===== config.mk =====
export PLATFORM = sky130hd
export DESIGN_NAME = req_recv_core_psn_check
export DESIGN_NICKNAME = d
export VERILOG_FILES = /design/src/rtl/req_recv_core_psn_check.sv
export SDC_FILE = /design/constraint.sdc
export NUM_CORES = 1
export LEC_CHECK = 0
export BUFFER_PORTS_ARGS = -buffer_cell sky130_fd_sc_hd__buf_2
export CORE_AREA = 2 2 297 299
export DETAILED_ROUTE_END_ITERATION = 10
export DIE_AREA = 0 0 299 301
export PLACE_DENSITY = 0.56
export SYNTH_ARGS = -nofsm -noshare
export SYNTH_HDL_FRONTEND = slang
export SYNTH_SLANG_ARGS = --single-unit

===== constraint.sdc =====
create_clock -name clk -period 4.7 [get_ports clk]
set_clock_uncertainty 0.05 [all_clocks]
set_input_delay 0.94 -clock clk [delete_from_list [all_inputs] [get_ports clk]]
set_output_delay 0.94 -clock clk [all_outputs]
set_load 0.1 [all_outputs]

===== src/rtl/req_recv_core_psn_check.sv =====
// -----------------------------------------------------------------------------
// req_recv_core_psn_check
//
// Responder-side request receive stage. It sits directly downstream of the
// context-fetch thread and takes one beat that carries the fetched QP context
// (head) and the echoed packet meta (data). The stage checks the QP state and
// the PSN, then routes the packet one of three ways:
//   - in order         : forward the meta to the execution thread and write
//                        back the advanced expected PSN (ePSN);
//   - out of order/dup : emit an ACK/NAK response meta;
//   - bad QP state or
//     malformed beat   : drop.
//
// Optional feature macro: REQ_RECV_PSN_DROP_CNT_EN
//   When it is defined, a saturating 32-bit drop_cnt output counts every entry
//   to DROP. When it is undefined, the port and the counter are absent.
//
// Ports
//   clk, rst_n                   clock, asynchronous active-low reset
//   fetch_cxt_egress_valid/ready context+meta beat handshake (ready comes from state)
//   fetch_cxt_egress_head        context: [23:0] ePSN, [26:24] QP state, [55:32] local QPN
//   fetch_cxt_egress_data        meta: [23:0] PSN, [31:24] opcode, [55:32] dest QPN
//   fetch_cxt_egress_start/last  beat framing; a valid packet is a single start&&last beat
//   exec_meta_valid/data/ready   in-order packet meta to the execution thread
//   cxt_update_valid/data/ready  ePSN writeback {local QPN, new ePSN}
//   resp_meta_valid/data/ready   ACK/NAK request {8'h0, syndrome, dest QPN, PSN}
//   drop_cnt                     (macro only) saturating drop counter
// -----------------------------------------------------------------------------
module req_recv_core_psn_check #(
    parameter int INGRESS_CXT_HEAD_WIDTH = 128,
    parameter int INGRESS_CXT_DATA_WIDTH = 256
) (
    input  logic                              clk,
    input  logic                              rst_n,

    input  logic                              fetch_cxt_egress_valid,
    input  logic [INGRESS_CXT_HEAD_WIDTH-1:0] fetch_cxt_egress_head,
    input  logic [INGRESS_CXT_DATA_WIDTH-1:0] fetch_cxt_egress_data,
    input  logic                              fetch_cxt_egress_start,
    input  logic                              fetch_cxt_egress_last,
    output logic                              fetch_cxt_egress_ready,

    output logic                              exec_meta_valid,
    output logic [INGRESS_CXT_DATA_WIDTH-1:0] exec_meta_data,
    input  logic                              exec_meta_ready,

    output logic                              cxt_update_valid,
    output logic [47:0]                       cxt_update_data,
    input  logic                              cxt_update_ready,

    output logic                              resp_meta_valid,
    output logic [63:0]                       resp_meta_data,
    input  logic                              resp_meta_ready
`ifdef REQ_RECV_PSN_DROP_CNT_EN
    ,
    output logic [31:0]                       drop_cnt
`endif
);

    typedef enum logic [2:0] {
        S_IDLE,
        S_DISCARD,
        S_JUDGE,
        S_FWD,
        S_RESP,
        S_DROP
    } state_t;

    localparam logic [2:0] QP_RTR       = 3'd3;
    localparam logic [2:0] QP_RTS       = 3'd4;
    localparam logic [7:0] SYNDROME_NAK = 8'h60;  // PSN sequence error NAK
    localparam logic [7:0] SYNDROME_ACK = 8'h00;

    state_t                            state;

    // Only the context fields the judgement needs are latched. The packet meta
    // is kept whole because it goes downstream unmodified.
    logic [23:0]                       cxt_epsn;
    logic [2:0]                        cxt_qp_state;
    logic [23:0]                       cxt_local_qpn;
    logic [INGRESS_CXT_DATA_WIDTH-1:0] meta_q;

    logic                              exec_done;
    logic                              upd_done;

    logic [23:0]                       pkt_psn;
    logic [23:0]                       pkt_dest_qpn;
    logic [23:0]                       psn_diff;
    logic                              qp_ok;
    logic                              exec_hs;
    logic                              upd_hs;
    logic                              resp_hs;
    logic                              head_unused;

    // The reserved context bits are never looked at.
    assign head_unused = ^{fetch_cxt_egress_head[INGRESS_CXT_HEAD_WIDTH-1:56],
                           fetch_cxt_egress_head[31:27]};

    assign pkt_psn      = meta_q[23:0];
    assign pkt_dest_qpn = meta_q[55:32];
    // Modulo-2^24 distance. The top bit splits "ahead of ePSN" (NAK) from
    // "behind ePSN" (duplicate).
    assign psn_diff     = pkt_psn - cxt_epsn;
    assign qp_ok        = (cxt_qp_state == QP_RTR) || (cxt_qp_state == QP_RTS);

    assign exec_hs = exec_meta_valid  && exec_meta_ready;
    assign upd_hs  = cxt_update_valid && cxt_update_ready;
    assign resp_hs = resp_meta_valid  && resp_meta_ready;

    // Ready is decoded from the state register. No beat is taken while a
    // packet is being judged or emitted.
    assign fetch_cxt_egress_ready = (state == S_IDLE) || (state == S_DISCARD);

    // NOTE: all state below is sequential and uses non-blocking assignments,
    // so every branch sees the pre-edge values and the order of branches
    // within the block does not matter except for deliberate last-write wins.
    always_ff @(posedge clk or negedge rst_n) begin
        if (!rst_n) begin
            state            <= S_IDLE;
            cxt_epsn         <= '0;
            cxt_qp_state     <= '0;
            cxt_local_qpn    <= '0;
            meta_q           <= '0;
            exec_done        <= 1'b0;
            upd_done         <= 1'b0;
            exec_meta_valid  <= 1'b0;
            exec_meta_data   <= '0;
            cxt_update_valid <= 1'b0;
            cxt_update_data  <= '0;
            resp_meta_valid  <= 1'b0;
            resp_meta_data   <= '0;
        end else begin
            case (state)
                S_IDLE: begin
                    if (fetch_cxt_egress_valid && fetch_cxt_egress_start) begin
                        if (fetch_cxt_egress_last) begin
                            cxt_epsn      <= fetch_cxt_egress_head[23:0];
                            cxt_qp_state  <= fetch_cxt_egress_head[26:24];
                            cxt_local_qpn <= fetch_cxt_egress_head[55:32];
                            meta_q        <= fetch_cxt_egress_data;
                            state         <= S_JUDGE;
                        end else begin
                            state <= S_DISCARD;
                        end
                    end
                    // A stray non-start beat is consumed and ignored.
                end

                S_DISCARD: begin
                    if (fetch_cxt_egress_valid && fetch_cxt_egress_last) begin
                        state <= S_DROP;
                    end
                end

                S_JUDGE: begin
                    if (!qp_ok) begin
                        state <= S_DROP;
                    end else if (psn_diff == 24'd0) begin
                        exec_meta_valid  <= 1'b1;
                        exec_meta_data   <= meta_q;
                        cxt_update_valid <= 1'b1;
                        cxt_update_data  <= {cxt_local_qpn, cxt_epsn + 24'd1};
                        exec_done        <= 1'b0;
                        upd_done         <= 1'b0;
                        state            <= S_FWD;
                    end else if (!psn_diff[23]) begin
                        // Packet is ahead of ePSN: NAK that reports the expected PSN.
                        resp_meta_valid <= 1'b1;
                        resp_meta_data  <= {8'h00, SYNDROME_NAK, pkt_dest_qpn, cxt_epsn};
                        state           <= S_RESP;
                    end else begin
                        // Packet is behind ePSN: duplicate ACK that echoes its PSN.
                        resp_meta_valid <= 1'b1;
                        resp_meta_data  <= {8'h00, SYNDROME_ACK, pkt_dest_qpn, pkt_psn};
                        state           <= S_RESP;
                    end
                end

                S_FWD: begin
                    if (exec_hs) begin
                        exec_meta_valid <= 1'b0;
                        exec_done       <= 1'b1;
                    end
                    if (upd_hs) begin
                        cxt_update_valid <= 1'b0;
                        upd_done         <= 1'b1;
                    end
                    // The handshakes of this cycle count as done, so both
                    // channels completing together still leave in one step.
                    if ((exec_done || exec_hs) && (upd_done || upd_hs)) begin
                        exec_done <= 1'b0;
                        upd_done  <= 1'b0;
                        state     <= S_IDLE;
                    end
                end

                S_RESP: begin
                    if (resp_hs) begin
                        resp_meta_valid <= 1'b0;
                        state           <= S_IDLE;
                    end
                end

                S_DROP: begin
                    state <= S_IDLE;
                end

                default: begin
                    state <= S_IDLE;
                end
            endcase
        end
    end

`ifdef REQ_RECV_PSN_DROP_CNT_EN
    logic drop_enter;

    // Mirrors the two transitions into DROP above.
    assign drop_enter = ((state == S_DISCARD) && fetch_cxt_egress_valid && fetch_cxt_egress_last) ||
                        ((state == S_JUDGE) && !qp_ok);

    always_ff @(posedge clk or negedge rst_n) begin
        if (!rst_n) begin
            drop_cnt <= '0;
        end else if (drop_enter && (drop_cnt != 32'hFFFF_FFFF)) begin
            drop_cnt <= drop_cnt + 32'd1;
        end
    end
`endif

endmodule


# [After elaboration in Yosys (flattened, before gate mapping)]
# Cells that the tools add are included.
[word_totals] register_bits=683 latch_bits=0 ram_bits=0 romBits=0 output_inout_bits=372 word_cells=83 n_memories=0
[classes] n_addsub=2 multipliers=0 div=0 order_cmp=0 n_eq_ne=17 n_shift=0 muxes=27 bitwise_logic=1 reduce_logical=23
[op_table] operator="$mux 55" n=1
[op_table] operator="$add 24x1->24 const B" n=1
[op_table] operator="$logic_not 24->1" n=1
[op_table] operator="$reduce_and 4->1" n=6
[op_table] operator="$sub 24x24->24" n=1
[op_table] operator="$mux 3" n=6
[op_table] operator="$pmux 3 s5" n=1
[op_table] operator="$ne 2x2->1 const B" n=7
[op_table] operator="$mux 1" n=13
[op_table] operator="$pmux 1 s2" n=5
[op_table] operator="$eq 3x2->1 const B" n=3
[op_table] operator="$reduce_and 3->1" n=3
[op_table] operator="$eq 3x3->1 const B" n=2
[op_table] operator="$logic_and 1x1->1" n=6
[op_table] operator="$ne 3x3->1 const B" n=2
[op_table] operator="$logic_or 1x1->1" n=4
[op_table] operator="$ne 2x1->1 const B" n=2
[op_table] operator="$reduce_bool 2->1" n=2
[op_table] operator="$eq 3x1->1 const B" n=1
[op_table] operator="$logic_not 3->1" n=1
[op_table] operator="$mux 2" n=1
[op_table] operator="$not 1->1" n=1

# [Depth between registers and ports, before layout]
# Gate-level depths: netlist of run 1.
[depth] ltp_word=5 depth_mapped=16 depth_no_buf=11

# [Worst setup path after synthesis of run 1]
# No wires, ideal clock.
[synth_timing] path_type="reg2reg" start="register cxt_epsn[8]" end="register resp_meta_data[0]" setup_ps=125 t_arrival_ps=3403 slack_ps=1122 path_stages_with_launch=16 period_less_slack_ps=3578 path_cell_list="dfrtp_1 > clkbuf_1 > inv_1 > ha_1 > buf_2 > nand2_1 > a211o_1 > o21bai_1 > clkbuf_1 > a2111oi_1 > a211oi_4 > o311a_1 > nor2b_1 > a21oi_2 > buf_4 > mux2_2"
[synth_between] elab_chain_len=4 elab_cells_between_ends=5 classes_between="add/sub: 1; mux: 1; bitwise: 1; reduce/logical: 2"
[synth_rtl] item="start: declaration" line_no="78" source="logic [23:0] cxt_epsn;"
[synth_rtl] item="start signal: assignment" line_no="137" source="cxt_epsn <= fetch_cxt_egress_head[23:0];"
[synth_rtl] item="$sub 24x24->24 (*)" line_no="103" source="assign psn_diff = pkt_psn - cxt_epsn;"
[synth_rtl] item="$logic_not 24->1" line_no="158" source="end else if (psn_diff == 24'd0) begin"
[synth_rtl] item="$not 1->1 (no source line)"
[synth_rtl] item="$reduce_and 3->1 (no source line)"
[synth_rtl] item="end signal: assignment" line_no="169" source="resp_meta_data <= {8'h00, SYNDROME_NAK, pkt_dest_qpn, cxt_epsn};"
[synth_rtl] item="end signal: assignment" line_no="174" source="resp_meta_data <= {8'h00, SYNDROME_ACK, pkt_dest_qpn, pkt_psn};"
[synth_rtl] item="end: declaration" line_no="52" source="output logic [63:0] resp_meta_data,"
# Every way passes the cells marked *; elsewhere a longest branch is shown, timed or not.
# A chain may end at the register's enable or synchronous reset.

# [Worst setup path after layout of run 1]
[layout_timing] start="register cxt_epsn[6]" end="register exec_meta_data[207]"
[layout_between] elab_chain_len=3
[layout_rtl] item="$sub 24x24->24" line_no="103"
[layout_rtl] item="$logic_not 24->1" line_no="158"
[layout_rtl] item="$reduce_and 3->1 (no source line)"
[layout_rtl] item="end signal: assignment" line_no="160" source="exec_meta_data <= meta_q;"
[layout_rtl] item="end: declaration" line_no="44" source="output logic [INGRESS_CXT_DATA_WIDTH-1:0] exec_meta_data,"
# Every way passes these cells.

==> results of run 1 <==
==> layout make-up <==
cell class,instances,area [um^2]
sequential,668,16700
tap,1155,1450
clock buffer,110,2130
inverter,32,120
fill,8256,52100
clock inverter,23,365
antenna,9,22.5
multi-input combinational,1032,9830
timing repair buffer,703,3740
==> per-stage QoR <==
step	utilization	cell area [um^2]	std cells	power [mW]
floorplan	-	27300	1833	12.9
global placement	0.368	31900	3590	14.4
detailed placement	0.368	31900	3590	14.7
CTS	0.397	34300	3723	20.7
global route	0.397	34400	3730	21.7
finish	0.397	34400	3732	20.4
==> worst reg2reg max path: stages (launching register included) <==
cell,delay [ns]
sky130_fd_sc_hd__dfrtp_1,0.43
sky130_fd_sc_hd__inv_1,0.10
sky130_fd_sc_hd__ha_1,0.40
sky130_fd_sc_hd__a21oi_1,0.25
sky130_fd_sc_hd__nand2_1,0.13
sky130_fd_sc_hd__o21bai_1,0.58
sky130_fd_sc_hd__buf_4,0.24
sky130_fd_sc_hd__o22ai_1,0.08
sky130_fd_sc_hd__or4_4,0.43
sky130_fd_sc_hd__nor4_4,0.23
sky130_fd_sc_hd__nand4_4,0.18
sky130_fd_sc_hd__buf_12,0.23
sky130_fd_sc_hd__mux2_1,1.08
==> registers in the layout (all words and copies together) (netlist names), 3 cells and up <==
register,count
meta_q,256
cxt_epsn,24
resp_meta_data,49
cxt_qp_state,3
cxt_local_qpn,24
exec_meta_data,256
state,3
cxt_update_data,48
==> worst paths after layout <==
path | startpoint | endpoint | slack (ns) | cells past startpoint
min in group clk | meta_q[124] | exec_meta_data[124] | 0.41 | 1
max | cxt_epsn[6] | exec_meta_data[207] | 0.16 | 12
min reg2reg | meta_q[124] | exec_meta_data[124] | 0.41 | 1
max in group asynchronous | rst_n | exec_meta_data[44] | 3.08 | 2
max reg2reg | cxt_epsn[6] | exec_meta_data[207] | 0.16 | 12
min | rst_n | meta_q[103] | 0.36 | 1
==> kinds of logic after synthesis <==
kind of cell	Yosys count
flip-flops	668
other	1
AO/OA/AOI/OAI	138
adder cells (fa/ha/maj)	24
multiplexers	661
AND/OR/NAND/NOR	168
XOR/XNOR	27
buffers and inverters	133
==> power breakdown <==
group / internal [mW] / switching (mW) / leakage, nW / total [mW]
Clock: 3.50 / 2.38 / 1.21 / 5.89
Combinational: 2.74 / 3.63 / 8.05 / 6.38
Sequential: 7.24 / 0.940 / 8.68 / 8.18
==> layer usage <==
layer | GRT usage | vias up | wire, um
met1 | 0.183 | 8642 | 28200
li1 | - | 7868 | -
met3 | 0.0407 | 130 | 4640
met2 | 0.270 | 505 | 35900
met4 | 0.0555 | 12 | 1940
met5 | 0 | - | 82
==> cell usage after synthesis, drive strengths merged, types with 2 or more instances <==
cell,number
inv,32
a211oi,8
nand2,49
and2,7
nor2,28
o22ai,4
mux2,659
clkbuf,33
nor3,11
a21o,5
or2,2
nor4,10
mux2i,2
a311o,2
o211ai,12
o2111ai,3
xnor2,24
nand4,10
ha,24
nand3,18
or4,4
xor2,3
o21ai,42
nand2b,8
a21boi,3
nor2b,7
and3,4
o41ai,2
buf,68
nand3b,2
o21a,4
o31ai,2
a31oi,5
or3,2
and4,4
dfrtp,668
o31a,2
a211o,6
a21oi,27
o22a,3
==> flow_summary.toml, run 1 <==
[run_status]
status = "completed"

[synthesis]
postSynthRegisterBits = 668
yosysUniqueCellTypes = 62
synth_edf_count = 0
synth_mux_area_frac = 0.273
synth_compound_gate_area_share = 0.0334
synth_async_sr_flop_share = 1.00
syn-mean-instance-area_um2 = 15.0
yosysWarnings = 0
synth_adder_area_share = 0.0110
synth_top_family_by_area = "multiplexers"
post_synthesis_share_of_cell_area_spent_on_xor_and_xnor_gates = 0.00867
area_of_the_mapped_netlist_um2 = 27300
netlist.area_leader.share = 0.613
synth_area_leaders = "sky130_fd_sc_hd__dfrtp_1, sky130_fd_sc_hd__mux2_2, sky130_fd_sc_hd__mux2_1"
syn-instance-count = 1820
synth_area_leader_cell = "sky130_fd_sc_hd__dfrtp_1"
primary_ff_master_synth = "sky130_fd_sc_hd__dfrtp_1"
simple_gate_share_of_the_synthesized_area = 0.0319
seq_area_frac_synth = 0.613

[critical_path]
worst_ep_arrival_time_ns = 4.96
cp_slowest_stage_delay_ns = 0.61
cp-start-kind = "flip-flop"
critical_path.max_fanout = 168
path_class = "reg -> reg"
critical_path.top_delay_family = "simple AND/OR/NAND/NOR gates"
worst_path_max_delay_cell = "sky130_fd_sc_hd__mux2_1"
path_cells = "inv_1 -> ha_1 -> a21oi_1 -> nand2_1 -> o21bai_1 -> buf_4 -> o22ai_1 -> or4_4 -> nor4_4 -> nand4_4 -> buf_12 -> mux2_1"
worstSetupEndpointType = "flip-flop"
cp_num_buf_inv = 3
critPathRequiredTime_ns = 5.13

[global_route]
grt_antenna_before_repair = 14
grt_pass1_vias = 18300
grt_overflow_total = 0
global_route_wire_length_before_repair_um = 109000
grt_util_all_layers = 0.155
largest_net_degree_at_the_start_of_global_routing = 169

[sta]
rsz_0062_raised_after_global_routing = "false"
fin_crit_sh = 0.965
timing.setup.tns_ns = 0
hold_ws_ns = 0.359
finalHoldViolations = 0
timing_worst_slew_pin_value_ns = 1.36
worst_slack_setup_final_ns = 0.162
period_needed_ns = 4.54
timing.slew.headroom = 0.0938
achievable-frequency_mhz = 220
setup_viol = 0
maxSlewViolCount = 0

[route]
drtIter0Drc = 719
drcViolationCount = 0
routed-via-count = 17200
viasPerCell = 4.60
antenna_left = 0
wl_per_cell_um = 19.0
detailedRoute.firstPassIterationCount = 5
route.final.wire_length_um = 70800

[clock_network]
clockBufferDepth = 3
cts.clk_slew.worst_paths_ns = 0.06
cts-htree-levels = 3
numClockSinks = 668
ctsResizeCount = 0
clkLatencyLatePin_ns = 0.62
clockRootBuffer = "sky130_fd_sc_hd__clkbuf_16"
tritoncts = "yes"
cts_made_buffers = 74
count_of_buffers_added_by_post_cts_timing_repair_for_setup = 0
holdBufCountCts = 0

[placed_design]
place_worst_setup_slack_ns = 0.410
rd_place_congestion = 0.826
place.detailed.hpwl_um = 51100
io_buffers = 672

[floorplan]
die_w_um = 299
dieHeight_um = 301
initial_utilization = 0.315
core_area_um2 = 86500
num_rows = 108
ios = 764
die_area_um2 = 90000

[pwr]
p_per_area_nw_per_um2 = 595
leakage_nw = 17.9
ir_drop_uv = 475

[layout]
layout-area-overhead-vs-synth_pct = 26.0
final_layout_size_suffix_gt1_frac = 0.475
final_common_cell = "sky130_fd_sc_hd__buf_2"
layout_common_cells = "sky130_fd_sc_hd__buf_2, sky130_fd_sc_hd__dfrtp_1, sky130_fd_sc_hd__mux2_2"
finalNetCount = 2927

[run]
drv_cap = 0

[worst_hold_path]
hold_class = "in -> async"
Note: power is estimated with default switching activity, not from simulation.
==> run 2, diff against run 1 <==
MAX_ROUTING_LAYER = met4   (was default)
REMOVE_ABC_BUFFERS = 1   (was default)
==> run 2 against run 1 <==
Effect of this change:
- non-clock buffer count increased by 6
- worst setup slack improved by 0.20 ns
- largest cell class unchanged
- first-iteration DRC count decreased by 12%
==> flow_summary.toml, run 2 (same netlist as run 1, synthesis figures left out) <==
[placed_design]
place.detailed.hpwl_um = 51500
rd_place_congestion = 0.841
placed_cells_incl_taps = 3596
io_buffers = 672

[clock_network]
cts-htree-levels = 3
ctsResizeCount = 0
cts_made_buffers = 76
holdBufCountCts = 0
clkLatencyLatePin_ns = 0.61
clockBufferDepth = 3
count_of_buffers_added_by_post_cts_timing_repair_for_setup = 0
cts.clk_slew.worst_paths_ns = 0.06
numClockSinks = 668
tritoncts = "yes"
clockRootBuffer = "sky130_fd_sc_hd__clkbuf_16"

[sta]
fin_crit_sh = 0.924
period_needed_ns = 4.34
maxSlewViolCount = 0
setup_viol = 0
timing.slew.headroom = 0.392
rsz_0062_raised_after_global_routing = "false"
achievable-frequency_mhz = 230
finalHoldViolations = 0
timing_worst_slew_pin_value_ns = 0.912

[pwr]
p_int_mw = 13.5
power.switching_mw = 7.04
pwr-share-seq = 0.398
netSwitchingFraction = 0.342
overall_power_of_the_completed_layout_mw = 20.6
ir_drop_uv = 460
power.share.clock = 0.292
p_per_area_nw_per_um2 = 596
leakage_nw = 18.0
pwr-share-comb = 0.310

[route]
routed-via-count = 17300
wirelength_met1_um = 27700
antenna_left = 0
viasPerCell = 4.63
route.final.wire_length_um = 70700
drtIter0Drc = 632
met3_length_um = 5620
detailedRoute.firstPassIterationCount = 5
topRoutingLayerUsed = "met4"
dr_wl_met2_um = 36000
wl_per_cell_um = 18.9
drcViolationCount = 0

[floorplan]
initial_utilization = 0.315
core_area_um2 = 86500
die_w_um = 299
num_rows = 108
die_area_um2 = 90000
ios = 764
dieHeight_um = 301

[global_route]
grt_pass1_vias = 18600
grt_overflow_total = 0
grt_util_all_layers = 0.159
grt_antenna_before_repair = 14
global_route_wire_length_before_repair_um = 109000
largest_net_degree_at_the_start_of_global_routing = 102

[layout]
final_common_cell = "sky130_fd_sc_hd__buf_2"
stdcell_count = 3745
final_layout_size_suffix_gt1_frac = 0.481
finalNetCount = 2935
layout-area-overhead-vs-synth_pct = 26.6
biggestRegsByFlops = "exec_meta_data: 256 flops, meta_q: 256 flops, resp_meta_data: 49 flops"
layout_common_cells = "sky130_fd_sc_hd__buf_2, sky130_fd_sc_hd__dfrtp_1, sky130_fd_sc_hd__mux2_2"

[critical_path]
worst_ep_arrival_time_ns = 4.78
worstSetupEndpointType = "flip-flop"
path_class = "reg -> reg"
critical_path.max_fanout = 31
cp-start-kind = "flip-flop"
r2r_slack_ns = 0.36
critPathRequiredTime_ns = 5.13

[run_status]
status = "completed"

[run]
drv_cap = 0

[worst_hold_path]
hold_class = "in -> async"
run 2: final cells by class:
type / instances / area (um^2)
fillers: 8179 / 51900
flip-flops and latches: 668 / 16700
multi-input cells: 1032 / 9830
repair buffers: 709 / 3840
clock buffers: 100 / 2110
well taps: 1155 / 1450
clock inverters: 35 / 444
inverters: 32 / 120
diodes: 14 / 35.0
run 2: power by group through the flow:
stage | Combinational [mW] | Clock, mW | Sequential [mW]
after floorplan | 4.19 | 0 | 8.94
after global placement | 6.26 | 0 | 8.18
after detailed placement | 6.40 | 0 | 8.30
after CTS | 6.43 | 6.20 | 8.21
after global routing | 6.93 | 6.46 | 8.40
final | 6.39 | 6.00 | 8.19
run 2: final timing paths:
| check | from | end | depth (start not counted) |
|---|---|---|---|
| worst max-delay path | cxt_epsn[6] | exec_meta_data[31] | 12 |
| worst min-delay path | rst_n | exec_meta_data[22] | 1 |
| worst max register to register | cxt_epsn[6] | exec_meta_data[31] | 12 |
| worst min register to register | meta_q[188] | exec_meta_data[188] | 1 |
| max in group asynchronous | rst_n | meta_q[203] | 2 |
| min in group clk | meta_q[188] | exec_meta_data[188] | 1 |
run 2: routing by layer:
metal | track usage | up-vias
met3 | 0.0538 | 97
met2 | 0.270 | 513
met4 | 0.0426 | 0
met5 | - | -
met1 | 0.178 | 8848
li1 | - | 7866
run 2: worst max-delay path, stage by stage, from the launching register on:
cell	delay [ns]
sky130_fd_sc_hd__dfrtp_1	0.44
sky130_fd_sc_hd__inv_1	0.09
sky130_fd_sc_hd__ha_1	0.42
sky130_fd_sc_hd__a21oi_1	0.31
sky130_fd_sc_hd__nand2_1	0.15
sky130_fd_sc_hd__o21bai_1	0.73
sky130_fd_sc_hd__o22ai_1	0.19
sky130_fd_sc_hd__or4_4	0.46
sky130_fd_sc_hd__nor4_4	0.22
sky130_fd_sc_hd__nand4_4	0.18
sky130_fd_sc_hd__buf_12	0.22
sky130_fd_sc_hd__buf_4	0.30
sky130_fd_sc_hd__mux2_1	0.37
run 2: through the flow:
stage | hold WS [ns] | instance area, um^2 | utilization | setup TNS (ns) | setup WS, ns
2_1_floorplan | 0.403 | 26600 | - | -4319.32 | -7.98
3_5_place_dp | 0.413 | 31900 | 0.369 | 0 | 0.367
3_3_place_gp | 0.408 | 31900 | 0.369 | 0 | 0.479
6_report | 0.373 | 34500 | 0.399 | 0 | 0.358
4_1_cts | 0.359 | 34500 | 0.399 | 0 | 0.353
5_1_grt | 0.408 | 34500 | 0.399 | 0 | 0.0110
